`src/rtl/sd_req_arbiter.sv`:
```
// Round-robin arbiter multiplexing per-slot SD sector read/write requests onto one SD host port.
// Optional ack watchdog enabled by defining SD_ARB_TIMEOUT_EN.
module sd_req_arbiter #(
    parameter int unsigned NUM_REQ        = 3,
    parameter logic [23:0] TIMEOUT_CYCLES = 24'd1_000_000
) (
    input  logic                   clk_sys,
    input  logic                   reset_n,
    input  logic [NUM_REQ-1:0]     req_rd,
    input  logic [NUM_REQ-1:0]     req_wr,
    input  logic [32*NUM_REQ-1:0]  req_lba,
    input  logic [NUM_REQ-1:0]     sd_ack,
    output logic [31:0]            sd_lba,
    output logic [NUM_REQ-1:0]     sd_rd,
    output logic [NUM_REQ-1:0]     sd_wr,
    output logic [NUM_REQ-1:0]     grant,
    output logic [NUM_REQ-1:0]     req_done,
    output logic [NUM_REQ-1:0]     req_err,
    output logic                   cpu_wait
);

    localparam int unsigned IW = (NUM_REQ > 1) ? $clog2(NUM_REQ) : 1;
    localparam logic [NUM_REQ-1:0] ONE = NUM_REQ'(1);

    typedef enum logic [1:0] {IDLE, ISSUE, XFER, DONE} state_t;

    state_t             state_q;
    logic [NUM_REQ-1:0] rd_pend_q, wr_pend_q, rd_pend_d, wr_pend_d;
    logic [NUM_REQ-1:0] rd_clr, wr_clr;
    logic [31:0]        lba_q [NUM_REQ];
    logic [IW-1:0]      last_q, g_q, sel;
    logic               sel_vld;
    logic [NUM_REQ-1:0] ack_q;
    logic               serve_rd_q;
    logic [31:0]        sd_lba_q;
    logic [NUM_REQ-1:0] sd_rd_q, sd_wr_q, grant_q, done_q;
    logic               cpu_wait_q;
    logic               ack_rise, ack_fall, timeout;

    assign ack_rise = sd_ack[g_q] & ~ack_q[g_q];
    assign ack_fall = ~sd_ack[g_q] & ack_q[g_q];

`ifdef SD_ARB_TIMEOUT_EN
    logic [23:0]        tmr_q;
    logic [NUM_REQ-1:0] err_q;
    assign timeout = ((state_q == ISSUE) || (state_q == XFER)) && (tmr_q == TIMEOUT_CYCLES - 24'd1);
    assign req_err = err_q;
`else
    logic unused_timeout_cfg;
    assign unused_timeout_cfg = ^TIMEOUT_CYCLES;
    assign timeout = 1'b0;
    assign req_err = '0;
`endif

    // First pending slot, searching upward from the one after last_grant with wrap.
    always_comb begin
        int unsigned   idx;
        logic [IW-1:0] cand;
        idx     = 0;
        cand    = '0;
        sel     = '0;
        sel_vld = 1'b0;
        for (int unsigned i = 1; i <= NUM_REQ; i++) begin
            idx = 32'(last_q) + i;
            if (idx >= NUM_REQ) idx = idx - NUM_REQ;
            cand = IW'(idx);
            if (!sel_vld && (rd_pend_q[cand] || wr_pend_q[cand])) begin
                sel_vld = 1'b1;
                sel     = cand;
            end
        end
    end

    // The served flag is released on ack rise (or watchdog expiry) while issuing; sets override.
    always_comb begin
        rd_clr = '0;
        wr_clr = '0;
        if ((state_q == ISSUE) && (ack_rise || timeout)) begin
            if (serve_rd_q) rd_clr[g_q] = 1'b1;
            else            wr_clr[g_q] = 1'b1;
        end
        rd_pend_d = (rd_pend_q & ~rd_clr) | req_rd;
        wr_pend_d = (wr_pend_q & ~wr_clr) | req_wr;
    end

    always_ff @(posedge clk_sys or negedge reset_n) begin
        if (!reset_n) begin
            state_q    <= IDLE;
            rd_pend_q  <= '0;
            wr_pend_q  <= '0;
            for (int unsigned i = 0; i < NUM_REQ; i++) lba_q[i] <= '0;
            last_q     <= IW'(NUM_REQ - 1);
            g_q        <= '0;
            ack_q      <= '0;
            serve_rd_q <= 1'b0;
            sd_lba_q   <= '0;
            sd_rd_q    <= '0;
            sd_wr_q    <= '0;
            grant_q    <= '0;
            done_q     <= '0;
            cpu_wait_q <= 1'b0;
`ifdef SD_ARB_TIMEOUT_EN
            tmr_q      <= '0;
            err_q      <= '0;
`endif
        end else begin
            rd_pend_q  <= rd_pend_d;
            wr_pend_q  <= wr_pend_d;
            ack_q      <= sd_ack;
            cpu_wait_q <= cpu_wait_q | (|(req_rd | req_wr));
            for (int unsigned i = 0; i < NUM_REQ; i++)
                if (req_rd[i] || req_wr[i]) lba_q[i] <= req_lba[32*i +: 32];
`ifdef SD_ARB_TIMEOUT_EN
            tmr_q <= (state_q == IDLE) ? '0 : tmr_q + 24'd1;
`endif
            case (state_q)
                IDLE: begin
                    if (sel_vld) begin
                        g_q        <= sel;
                        grant_q    <= ONE << sel;
                        sd_lba_q   <= lba_q[sel];
                        serve_rd_q <= rd_pend_q[sel];
                        if (rd_pend_q[sel]) sd_rd_q <= ONE << sel;
                        else                sd_wr_q <= ONE << sel;
                        state_q    <= ISSUE;
                    end
                end
                ISSUE: begin
                    if (ack_rise) begin
                        sd_rd_q <= '0;
                        sd_wr_q <= '0;
                        state_q <= XFER;
                    end
`ifdef SD_ARB_TIMEOUT_EN
                    else if (timeout) begin
                        sd_rd_q <= '0;
                        sd_wr_q <= '0;
                        err_q   <= grant_q;
                        state_q <= DONE;
                    end
`endif
                end
                XFER: begin
                    if (ack_fall) begin
                        done_q  <= grant_q;
                        state_q <= DONE;
                    end
`ifdef SD_ARB_TIMEOUT_EN
                    else if (timeout) begin
                        err_q   <= grant_q;
                        state_q <= DONE;
                    end
`endif
                end
                DONE: begin
                    done_q     <= '0;
                    grant_q    <= '0;
                    last_q     <= g_q;
                    cpu_wait_q <= |(rd_pend_d | wr_pend_d);
`ifdef SD_ARB_TIMEOUT_EN
                    err_q      <= '0;
`endif
                    state_q    <= IDLE;
                end
                default: state_q <= IDLE;
            endcase
        end
    end

    assign sd_lba   = sd_lba_q;
    assign sd_rd    = sd_rd_q;
    assign sd_wr    = sd_wr_q;
    assign grant    = grant_q;
    assign req_done = done_q;
    assign cpu_wait = cpu_wait_q;

endmodule

```
`config.mk`:
```
export PLATFORM = sky130hd
export DESIGN_NAME = sd_req_arbiter
export DESIGN_NICKNAME = d
export VERILOG_FILES = /design/src/rtl/sd_req_arbiter.sv
export SDC_FILE = /design/constraint.sdc
export NUM_CORES = 1
export LEC_CHECK = 0
export ABC_CLOCK_PERIOD_IN_PS = 4270
export CORE_MARGIN = 2
export CORE_UTILIZATION = 45
export CTS_BUF_LIST = sky130_fd_sc_hd__clkbuf_8
export CTS_CLUSTER_DIAMETER = 60
export DETAILED_ROUTE_END_ITERATION = 8
export PLACE_DENSITY = 0.81
export SLEW_MARGIN = 20
export SYNTH_ARGS = -nofsm -noshare
export SYNTH_HDL_FRONTEND = slang
export SYNTH_SLANG_ARGS = --single-unit
```
`constraint.sdc`:
```
create_clock -name clk_sys -period 4.27 [get_ports clk_sys]
set_clock_uncertainty 0.15 [all_clocks]
set_input_delay 1.281 -clock clk_sys [delete_from_list [all_inputs] [get_ports clk_sys]]
set_output_delay 1.281 -clock clk_sys [all_outputs]
set_load 0.01 [all_outputs]
```
# Word level (Yosys, flattened, before mapping)
# Cells that the tools add are included.
[word_totals]
romBits = 0
regBits = 157
out_inout_bits = 48
ram_bits = 0
word_cells = 131
latchBits = 0
mem_count = 0
inputBits = 107
[classes]
muxes = 52
n_mul = 0
bitwise_logic = 14
eq_ne = 8
n_reduce_logical = 24
shift = 1
n_div = 0
magnitude_cmp = 10
addsub = 6
[ops]
columns = ["op", "count"]
rows = [
  ["$bmux W32 S2", 1],
  ["$mux W32", 2],
  ["$mux W3", 11],
  ["$pmux W3 S2", 4],
  ["$bmux W1 S2", 9],
  ["$mux W2", 9],
  ["$lt A2 B3 Y1 const B", 5],
  ["$mux W1", 14],
  ["$or A3 B3 Y3", 4],
  ["$ne A2 B2 Y1 const B", 5],
  ["$ge A3 B2 Y1 const B", 3],
  ["$pmux W2 S4", 1],
  ["$reduce_and A4 Y1", 2],
  ["$add A2 B2 Y3 const B", 2],
  ["$and A3 B3 Y3", 2],
  ["$logic_or A1 B1 Y1", 6],
  ["$not A3 Y3", 2],
  ["$reduce_and A2 Y1", 3],
  ["$reduce_bool A2 Y1", 3],
  ["$reduce_or A3 Y1", 2],
  ["$sub A2 B2 Y2 const B", 3],
  ["$eq A2 B2 Y1 const B", 2],
  ["$logic_and A1 B1 Y1", 4],
  ["$add A2 B1 Y3 const B", 1],
  ["other kinds (12)", 15],
]

# Longest topological paths before layout
# Gate-level depths: netlist of run 1.
[logic_depth]
depth_word = 18
mapped_depth = 11
mapped_depth_nobuf = 8

# Worst setup path before layout of run 1
# No wires, ideal clock.
[synth_path]
path_type = "in2reg"
startpoint = "in sd_ack[1]"
endpoint = "reg state_q[1]"
slack_ns = 1.578
arrival_ns = 2.415
setup_ns = 0.128
cell_stages = 5
cell_sequence = "mux2_2 mux2i_1 nand2_1 a21oi_1 mux2_1"
[synth_via]
elab_chain_cells = 6
word_cells_on_any_way = 8
classes_between = "eq/ne: 2; mux: 2; bitwise: 3; reduce/logical: 1"
[synth_rtl]
columns = ["item", "line_no", "rtl"]
rows = [
  ["start: declaration", "12", "input logic [NUM_REQ-1:0] sd_ack,"],
  ["$bmux W1 S2 (*)", "40, 41", ""],
  ["$mux W1 (not written as such) (*)", "40, 41", ""],
  ["$not A1 Y1", "41", "assign ack_fall = ~sd_ack[g_q] & ack_q[g_q];"],
  ["$and A1 B1 Y1", "41", ""],
  ["$ne A2 B2 Y1 (no line)", "--", ""],
  ["$reduce_and A3 Y1 (no line) (*)", "--", ""],
  ["end signal: assignment", "88", "state_q <= IDLE;"],
  ["end signal: assignment", "125", "state_q <= ISSUE;"],
  ["end signal: assignment", "132", "state_q <= XFER;"],
  ["end: declaration", "27", "state_t state_q;"],
]
# Every way passes the cells marked *; elsewhere a longest branch is shown, timed or not. The select of a mux whose other input is x is not followed.
# A chain may end at the register's enable or synchronous reset.

# Worst setup path in the final report of run 1
[layout_path]
startpoint = "reg last_q[1]"
endpoint = "reg sd_lba_q[3] (netlist: sd_lba[3])"
[layout_via]
elab_chain_cells = 17
word_cells_on_any_way = 42
classes_between = "add/sub: 6; order compare: 3; mux: 24; bitwise: 1; reduce/logical: 8"
[layout_rtl]
columns = ["item", "line_no", "rtl"]
rows = [
  ["start: declaration", "31", "logic [IW-1:0] last_q, g_q, sel;"],
  ["start signal: assignment", "92", "last_q <= IW'(NUM_REQ - 1);"],
  ["start signal: assignment", "158", "last_q <= g_q;"],
  ["$add A2 B1 Y3", "64", "idx = 32'(last_q) + i;"],
  ["$ge A3 B2 Y1 or $sub A2 B2 Y2 (tied branches)", "65", "if (idx >= NUM_REQ) idx = idx - NUM_REQ;"],
  ["$mux W2", "65", ""],
  ["$bmux W1 S2", "67", "if (!sel_vld && (rd_pend_q[cand] || wr_pend_q[cand])) begin"],
  ["$mux W1 (not written as such)", "67", ""],
  ["$logic_or A1 B1 Y1", "67", ""],
  ["$mux W1", "67", ""],
  ["$logic_not A1 Y1", "67", ""],
  ["$logic_and A1 B1 Y1", "67", ""],
  ["$mux W1", "67", ""],
  ["$logic_not A1 Y1", "67", ""],
  ["$logic_and A1 B1 Y1", "67", ""],
  ["$mux W2", "67", ""],
  ["$not A2 Y3 (not written as such)", "121", "sd_lba_q <= lba_q[sel];"],
  ["$bmux W32 S2", "121", ""],
  ["$mux W32 (not written as such) (2 in series)", "121", ""],
  ["end signal: assignment", "121", ""],
  ["end: declaration", "35", "logic [31:0] sd_lba_q;"],
]
# Parallel ways exist; a longest one is shown, timed or not. The select of a mux whose other input is x is not followed.

==> flow_summary.ini, run 1 <==
[clock_network]
clk_pin_slew_ps = 90
tritoncts = done
cts_max_path_buffers = 2
cts-resized-gates = 0
hold_buffers = 0
htreeDepth = 4
ctsRootBufferMaster = sky130_fd_sc_hd__clkbuf_8
number_of_buffers_created_by_cts = 17
post_cts_buffers = 0
clock_latency_ps = 460
cts.sinks = 157

[place]
global_placer_s_final_weighted_congestion = 0.913
io_buffers = 151
dp.cells = 896
dp_hpwl_um = 12100
post_dp_cell_area_um2 = 8810

[timing]
relSlewSlack_pct = 27.2
achievable-frequency_mhz = 299
hold_fails_final_rpt = 0
setup-violations-final = 0
fin_crit_sh_pct = 78.3
rsz0062_at_grt = no
max_slew.worst_pin.slew_ps = 1090
timing_max_transition_violations_final = 0
fin_worst_hold_slack_ps = 352
setup_tns_ps = 0
period_minus_slack_ps = 3340

[flow_run]
max_cap_viol_count = 0

[power_and_ir_drop]
power.ir.vdd_worst_mv = 0.362
power.static_leakage_nw = 3.71
power-per-cell-area_nw_per_um2 = 626

[detailed_routing]
route.detailed.vias_per_inst = 5.58
via_count = 5175
totalWireLength_um = 18000
antenna_left = 0
detail_route.first_pass.iterations = 5
routedWlPerCell_um = 19.4
detail_route.drc_violations = 0
detail_route.iter0.violations = 297

[logic_synthesis]
proportion_of_synthesized_chip_area_in_sequential_cells_pct = 55.2
average_cell_area_after_synthesis_um2 = 12.6
synth.top_cell.area_share_pct = 54.9
netlist_top_cells_area = sky130_fd_sc_hd__dfrtp_1 (55%), sky130_fd_sc_hd__mux2_2 (16%), sky130_fd_sc_hd__a221oi_2 (5.5%)
post_synth_edffs = 0
netlist.top_cell.by_area = sky130_fd_sc_hd__dfrtp_1
async_set_or_reset_flop_fraction_in_the_synthesized_netlist_pct = 100
post_synth_instance_area_um2 = 7120
postSynthRegisterBits = 157
yosys_warnings = 0
syn_inst = 563
yosys.cell_types.count = 54
dominantRegCellSynth = sky130_fd_sc_hd__dfrtp_1

[cells_and_area]
nNetsFinal = 819
final_cell_mix = sky130_fd_sc_hd__dfrtp_1 (156), sky130_fd_sc_hd__clkdlybuf4s50_1 (150), sky130_fd_sc_hd__mux2_2 (98)
fin_area_um2 = 9270
final_cell_count_no_fill = 928
insertedDiodeCount = 0
drive_gt1_share_pct = 26.8
syn2layout_area_growth_pct = 30.3
most_common_cell_after_layout_fill_and_taps_aside = sky130_fd_sc_hd__dfrtp_1

[critical_path]
worst_setup_path_start_kind = flip-flop
worstSetupEndpointType = flip-flop
critical_path.most_common_cell = sky130_fd_sc_hd__inv_1
top_fanout_value_on_the_critical_path = 21
critical_path.cell_chain = inv_1 > ha_1 > inv_1 > o221ai_2 > a211oi_2 > nand2b_2 > buf_12 > a221oi_1 > a21oi_1
cp.arrival_ps = 3580
worstPathRequired_ps = 4500
cp.buffers_inverters = 3
slowest_stage = sky130_fd_sc_hd__nand2b_2
crit_family = compound AO/OA/AOI/OAI gates
slowest_delay_ps = 690
criticalPathCategory = reg2reg

[floorplanning]
die_w_um = 130
core_area_um2 = 15300
top_level_ports = 155
start_util_pct = 46.5
floorplan.die_area_um2 = 16800
fp-row-count = 45
die_h_um = 130

[run_status]
result_of_the_run = finished, final reports clean

[min_path]
hp-class = reg2reg

[global_route]
first_global_vias = 5497
grt_first_pass_wirelength_um = 28600
globalRouteOverflowTotal = 0
grt_resource_usage_total_pct = 22.4
grt_antenna_before_repair = 0
grt_max_degree = 87
## worst paths after layout
kind | end | slack (ps) | depth (start not counted) | startpoint
worst max register to register | sd_lba[3] | 930 | 9 | last_q[1]
worst max-delay path | sd_lba[3] | 930 | 9 | last_q[1]
min in group asynchronous | lba_q[78] | 720 | 1 | reset_n
worst min register to register | sd_wr[0] | 350 | 1 | sd_wr[0]
max in group asynchronous | sd_lba[30] | 2320 | 2 | reset_n
worst min-delay path | sd_wr[0] | 350 | 1 | sd_wr[0]
## area by class of cell
type	instances	area [um2]
clock buffers	17	234
flip-flops and latches	157	3930
clock inverters	15	225
fillers	1211	6040
repair buffers	160	1590
inverters	9	33.8
multi-input cells	359	2990
well taps	211	264
## metrics by stage
| step | utilization [%] | setup slack, ps | total power [mW] |
|---|---|---|---|
| 6_report | 60.5 | 927 | 5.81 |
| 5_1_grt | 60.5 | 745 | 6.14 |
| 4_1_cts | 60.5 | 937 | 5.85 |
| 3_5_place_dp | 57.5 | 952 | 4.56 |
| 3_3_place_gp | 57.5 | 972 | 4.47 |
| 2_1_floorplan | - | 1580 | 3.62 |
## power by group
group	internal, mW	total [mW]	switching [mW]
Clock	0.660	1.27	0.610
Combinational	1.09	2.50	1.41
Sequential	1.80	2.03	0.233
## cells in the mapped netlist, types with 2 or more instances
cell and instances:
sky130_fd_sc_hd__a211oi_2 2, sky130_fd_sc_hd__buf_6 2, sky130_fd_sc_hd__a22oi_1 2, sky130_fd_sc_hd__mux2_2 98, sky130_fd_sc_hd__o22ai_1 2, sky130_fd_sc_hd__o211ai_1 3, sky130_fd_sc_hd__a21oi_2 9, sky130_fd_sc_hd__buf_2 10
sky130_fd_sc_hd__clkbuf_1 21, sky130_fd_sc_hd__or2_2 2, sky130_fd_sc_hd__a221oi_2 26, sky130_fd_sc_hd__mux2i_1 5, sky130_fd_sc_hd__buf_8 2, sky130_fd_sc_hd__o21a_1 2, sky130_fd_sc_hd__nand3_1 36, sky130_fd_sc_hd__a211o_1 2
sky130_fd_sc_hd__nand4_1 2, sky130_fd_sc_hd__o21ai_0 9, sky130_fd_sc_hd__o21ai_1 4, sky130_fd_sc_hd__o211a_1 2, sky130_fd_sc_hd__ha_1 8, sky130_fd_sc_hd__nor2b_1 5, sky130_fd_sc_hd__nand2_1 11, sky130_fd_sc_hd__o41ai_1 6
sky130_fd_sc_hd__buf_4 5, sky130_fd_sc_hd__a21oi_1 26, sky130_fd_sc_hd__a221oi_1 6, sky130_fd_sc_hd__nand2b_1 16, sky130_fd_sc_hd__nor3_1 3, sky130_fd_sc_hd__dfrtp_1 156, sky130_fd_sc_hd__nor2_1 44, sky130_fd_sc_hd__inv_1 9
sky130_fd_sc_hd__nand3b_1 2, sky130_fd_sc_hd__o2bb2ai_1 4, sky130_fd_sc_hd__a31oi_1 2
## worst reg2reg max path, stage by stage (launching register included)
cell and delay [ps]:
sky130_fd_sc_hd__dfstp_2 530, sky130_fd_sc_hd__inv_1 60, sky130_fd_sc_hd__ha_1 370, sky130_fd_sc_hd__inv_1 180, sky130_fd_sc_hd__o221ai_2 150, sky130_fd_sc_hd__a211oi_2 590, sky130_fd_sc_hd__nand2b_2 690, sky130_fd_sc_hd__buf_12 270
sky130_fd_sc_hd__a221oi_1 70, sky130_fd_sc_hd__a21oi_1 210
## cells by family after synthesis
group / Yosys count / share of synthesized area [%]
DFF: 157 / 55.2
buffers and inverters: 49 / 3.55
AOI/OAI and AO/OA: 117 / 14.7
adders and majority gates: 8 / 1.41
and+or+nand+nor: 127 / 8.65
muxes: 104 / 16.4
other: 1 / 0.0527
## per-layer routing
| layer | share of wire [%] | routed length [um] | GRT usage [%] | up-vias |
|---|---|---|---|---|
| met5 | 0 | 0 | 0 | - |
| met4 | 1.5 | 266 | 7.15 | 0 |
| met3 | 7.1 | 1280 | 7.01 | 31 |
| met2 | 50 | 8940 | 37.2 | 179 |
| met1 | 42 | 7480 | 28.0 | 2616 |
| li1 | - | - | - | 2349 |
## registers in the layout, summed over array words and instances, names as in the netlist, 2 cells and up
name and cells:
ack_q 3, g_q 2, grant 3, last_q 2
lba_q 96, rd_pend_q 3, req_done 3, sd_lba 32
sd_rd 3, sd_wr 3, state_q 2, wr_pend_q 3
Note: power is estimated with default switching activity, not from simulation.
==> inputs of run 2 (changes only) <==
Settings changed: ABC_CLOCK_PERIOD_IN_PS 4270 to 3000, PLACE_DENSITY 0.81 to 0.84.
Clock period 4.27 ns to 3 ns, I/O delays scaled along.
==> run 2 against run 1 <==
Sequential power is 42% higher. Critical path type unchanged. Design area increased by 0.36%. Final cell count up 1.2%. Setup slack got worse by 760 ps. Largest cell class unchanged. Critical path depth fell by 1. Register-to-register slack got worse by 760 ps. Non-clock buffer count rose by 9. Critical endpoint is now sd_wr[1]. Sequential share of layout area decreased by 0.15 points. Combinational power increased by 49%. Clock power is 13% higher.
==> flow_summary.ini, run 2 (synthesis results as in run 1) <==
[power_and_ir_drop]
power-per-cell-area_nw_per_um2 = 864
power.static_leakage_nw = 3.73
power.ir.vdd_worst_mv = 0.445

[place]
global_placer_s_final_weighted_congestion = 0.883
pre_cts_slack_ps = 67.6
io_buffers = 151
dp_hpwl_um = 12800
post_dp_cell_area_um2 = 8950

[detailed_routing]
detail_route.drc_violations = 0
antenna_left = 0
route.detailed.vias_per_inst = 5.62
totalWireLength_um = 18300
detail_route.first_pass.iterations = 5
via_count = 5273
detail_route.iter0.violations = 393
routedWlPerCell_um = 19.5

[run_status]
result_of_the_run = finished, final reports clean

[critical_path]
rrSetupSlack_ps = 170
critical_path.cell_chain = inv_1 > ha_1 > inv_1 > o32ai_2 > nor2_4 > a211o_1 > a211o_1 > a22o_1
cp.arrival_ps = 3030
timing.critical_path.to = sd_wr[1]
worstReg2RegEnd = sd_wr[1]
reg2reg_depth = 8
top_fanout_value_on_the_critical_path = 8
criticalPathCategory = reg2reg
crit_path_start = last_q[0]
slowest_delay_ps = 480
worst_setup_path_start_kind = flip-flop
timing.rr.start = last_q[0]
worstSetupEndpointType = flip-flop
slowest_stage = sky130_fd_sc_hd__dfrtp_1
worstPathRequired_ps = 3200

[cells_and_area]
final_cell_mix = sky130_fd_sc_hd__dfrtp_1 (156), sky130_fd_sc_hd__clkdlybuf4s50_1 (150), sky130_fd_sc_hd__mux2_2 (98)
finish.utilization_pct = 60.8
syn2layout_area_growth_pct = 30.8
largest-register = lba_q
largest_reg_flops = 96
fin_area_um2 = 9300
most_common_cell_after_layout_fill_and_taps_aside = sky130_fd_sc_hd__dfrtp_1
nNetsFinal = 828
drive_gt1_share_pct = 27.5

[clock_network]
post_cts_buffers = 0
clock_latency_ps = 450
ctsRootBufferMaster = sky130_fd_sc_hd__clkbuf_8
cts-resized-gates = 0
htreeDepth = 4
clk_pin_slew_ps = 100
number_of_buffers_created_by_cts = 17
tritoncts = done
hold_buffers = 0
cts.sinks = 157
cts_max_path_buffers = 2

[min_path]
hp-class = in2async

[floorplanning]
top_level_ports = 155
floorplan.die_area_um2 = 16800
die_h_um = 130
core_area_um2 = 15300
die_w_um = 130
start_util_pct = 46.5
fp-row-count = 45

[global_route]
first_global_vias = 5771
grt_antenna_before_repair = 2
globalRouteOverflowTotal = 0
grt_first_pass_wirelength_um = 29200
grt_max_degree = 51
grt_resource_usage_total_pct = 22.8

[timing]
rsz0062_at_grt = no
achievable-frequency_mhz = 353
timing_max_transition_violations_final = 0
relSlewSlack_pct = 65.4
setup_tns_ps = 0
period_minus_slack_ps = 2830
setup_slack_ps = 169
max_slew.worst_pin.slew_ps = 518
hold_fails_final_rpt = 0
fin_crit_sh_pct = 94.4
setup-violations-final = 0

[flow_run]
max_cap_viol_count = 0
run 2: cell types whose count changed in the layout (fill, tap and decap cells not counted):
cell                         previous run  this run
sky130_fd_sc_hd__buf_4                  8        11
sky130_fd_sc_hd__inv_1                  9        10
sky130_fd_sc_hd__inv_8                  2         1
sky130_fd_sc_hd__buf_12                 1         7
sky130_fd_sc_hd__clkinvlp_4             0         2
sky130_fd_sc_hd__clkinv_8               1         0
sky130_fd_sc_hd__diode_2                0         2
sky130_fd_sc_hd__clkinv_2               1         4
sky130_fd_sc_hd__bufinv_16              4         0
run 2: worst max-delay path, delay by kind of cell, from the launching register on:
kind | cells | cell delay, ps
buf+inv | 2 | 260
simple gates | 1 | 120
fa+ha+maj | 1 | 420
compound gates | 4 | 1310
flops | 1 | 480
run 2: final cells by class:
class / instances / area [um2]
timing repair buffer: 169 / 1740
multi-input combinational: 359 / 2990
antenna: 2 / 5.00
tap: 211 / 264
clock buffer: 17 / 234
fill: 1212 / 6010
sequential: 157 / 3930
inverter: 9 / 33.8
clock inverter: 15 / 111
run 2: metrics by stage:
stage | hold slack, ps | std cells | power (mW)
2_1_floorplan | 312 | 565 | 5.15
3_5_place_dp | 331 | 905 | 6.63
3_3_place_gp | 319 | 905 | 6.49
5_1_grt | 199 | 939 | 8.52
4_1_cts | 201 | 937 | 8.07
6_report | 212 | 939 | 8.04
run 2: worst min path at each step:
| stage | start | endpoint |
|---|---|---|
| after floorplan | serve_rd_q | serve_rd_q |
| after global routing | reset_n | lba_q[80] |
| final | reset_n | lba_q[80] |
| after global placement | req_done[1] | req_done[1] |
| after detailed placement | sd_wr[0] | sd_wr[0] |
| after CTS | reset_n | lba_q[80] |
run 2: routing by layer:
metal  GRT usage, %  up-vias  part of all wire, %
met2           37.8      204                   49
li1               -     2369                    -
met4           9.80        0                  2.9
met1           27.2     2660                   40
met3           7.95       40                  7.4
met5              0        -                    0
run 2: power breakdown:
| group | total [mW] | switching (mW) | internal (mW) | leakage [nW] |
|---|---|---|---|---|
| sequential | 2.89 | 0.329 | 2.56 | 1.82 |
| clock | 1.43 | 0.841 | 0.584 | 0.181 |
| combinational | 3.72 | 2.05 | 1.67 | 1.73 |
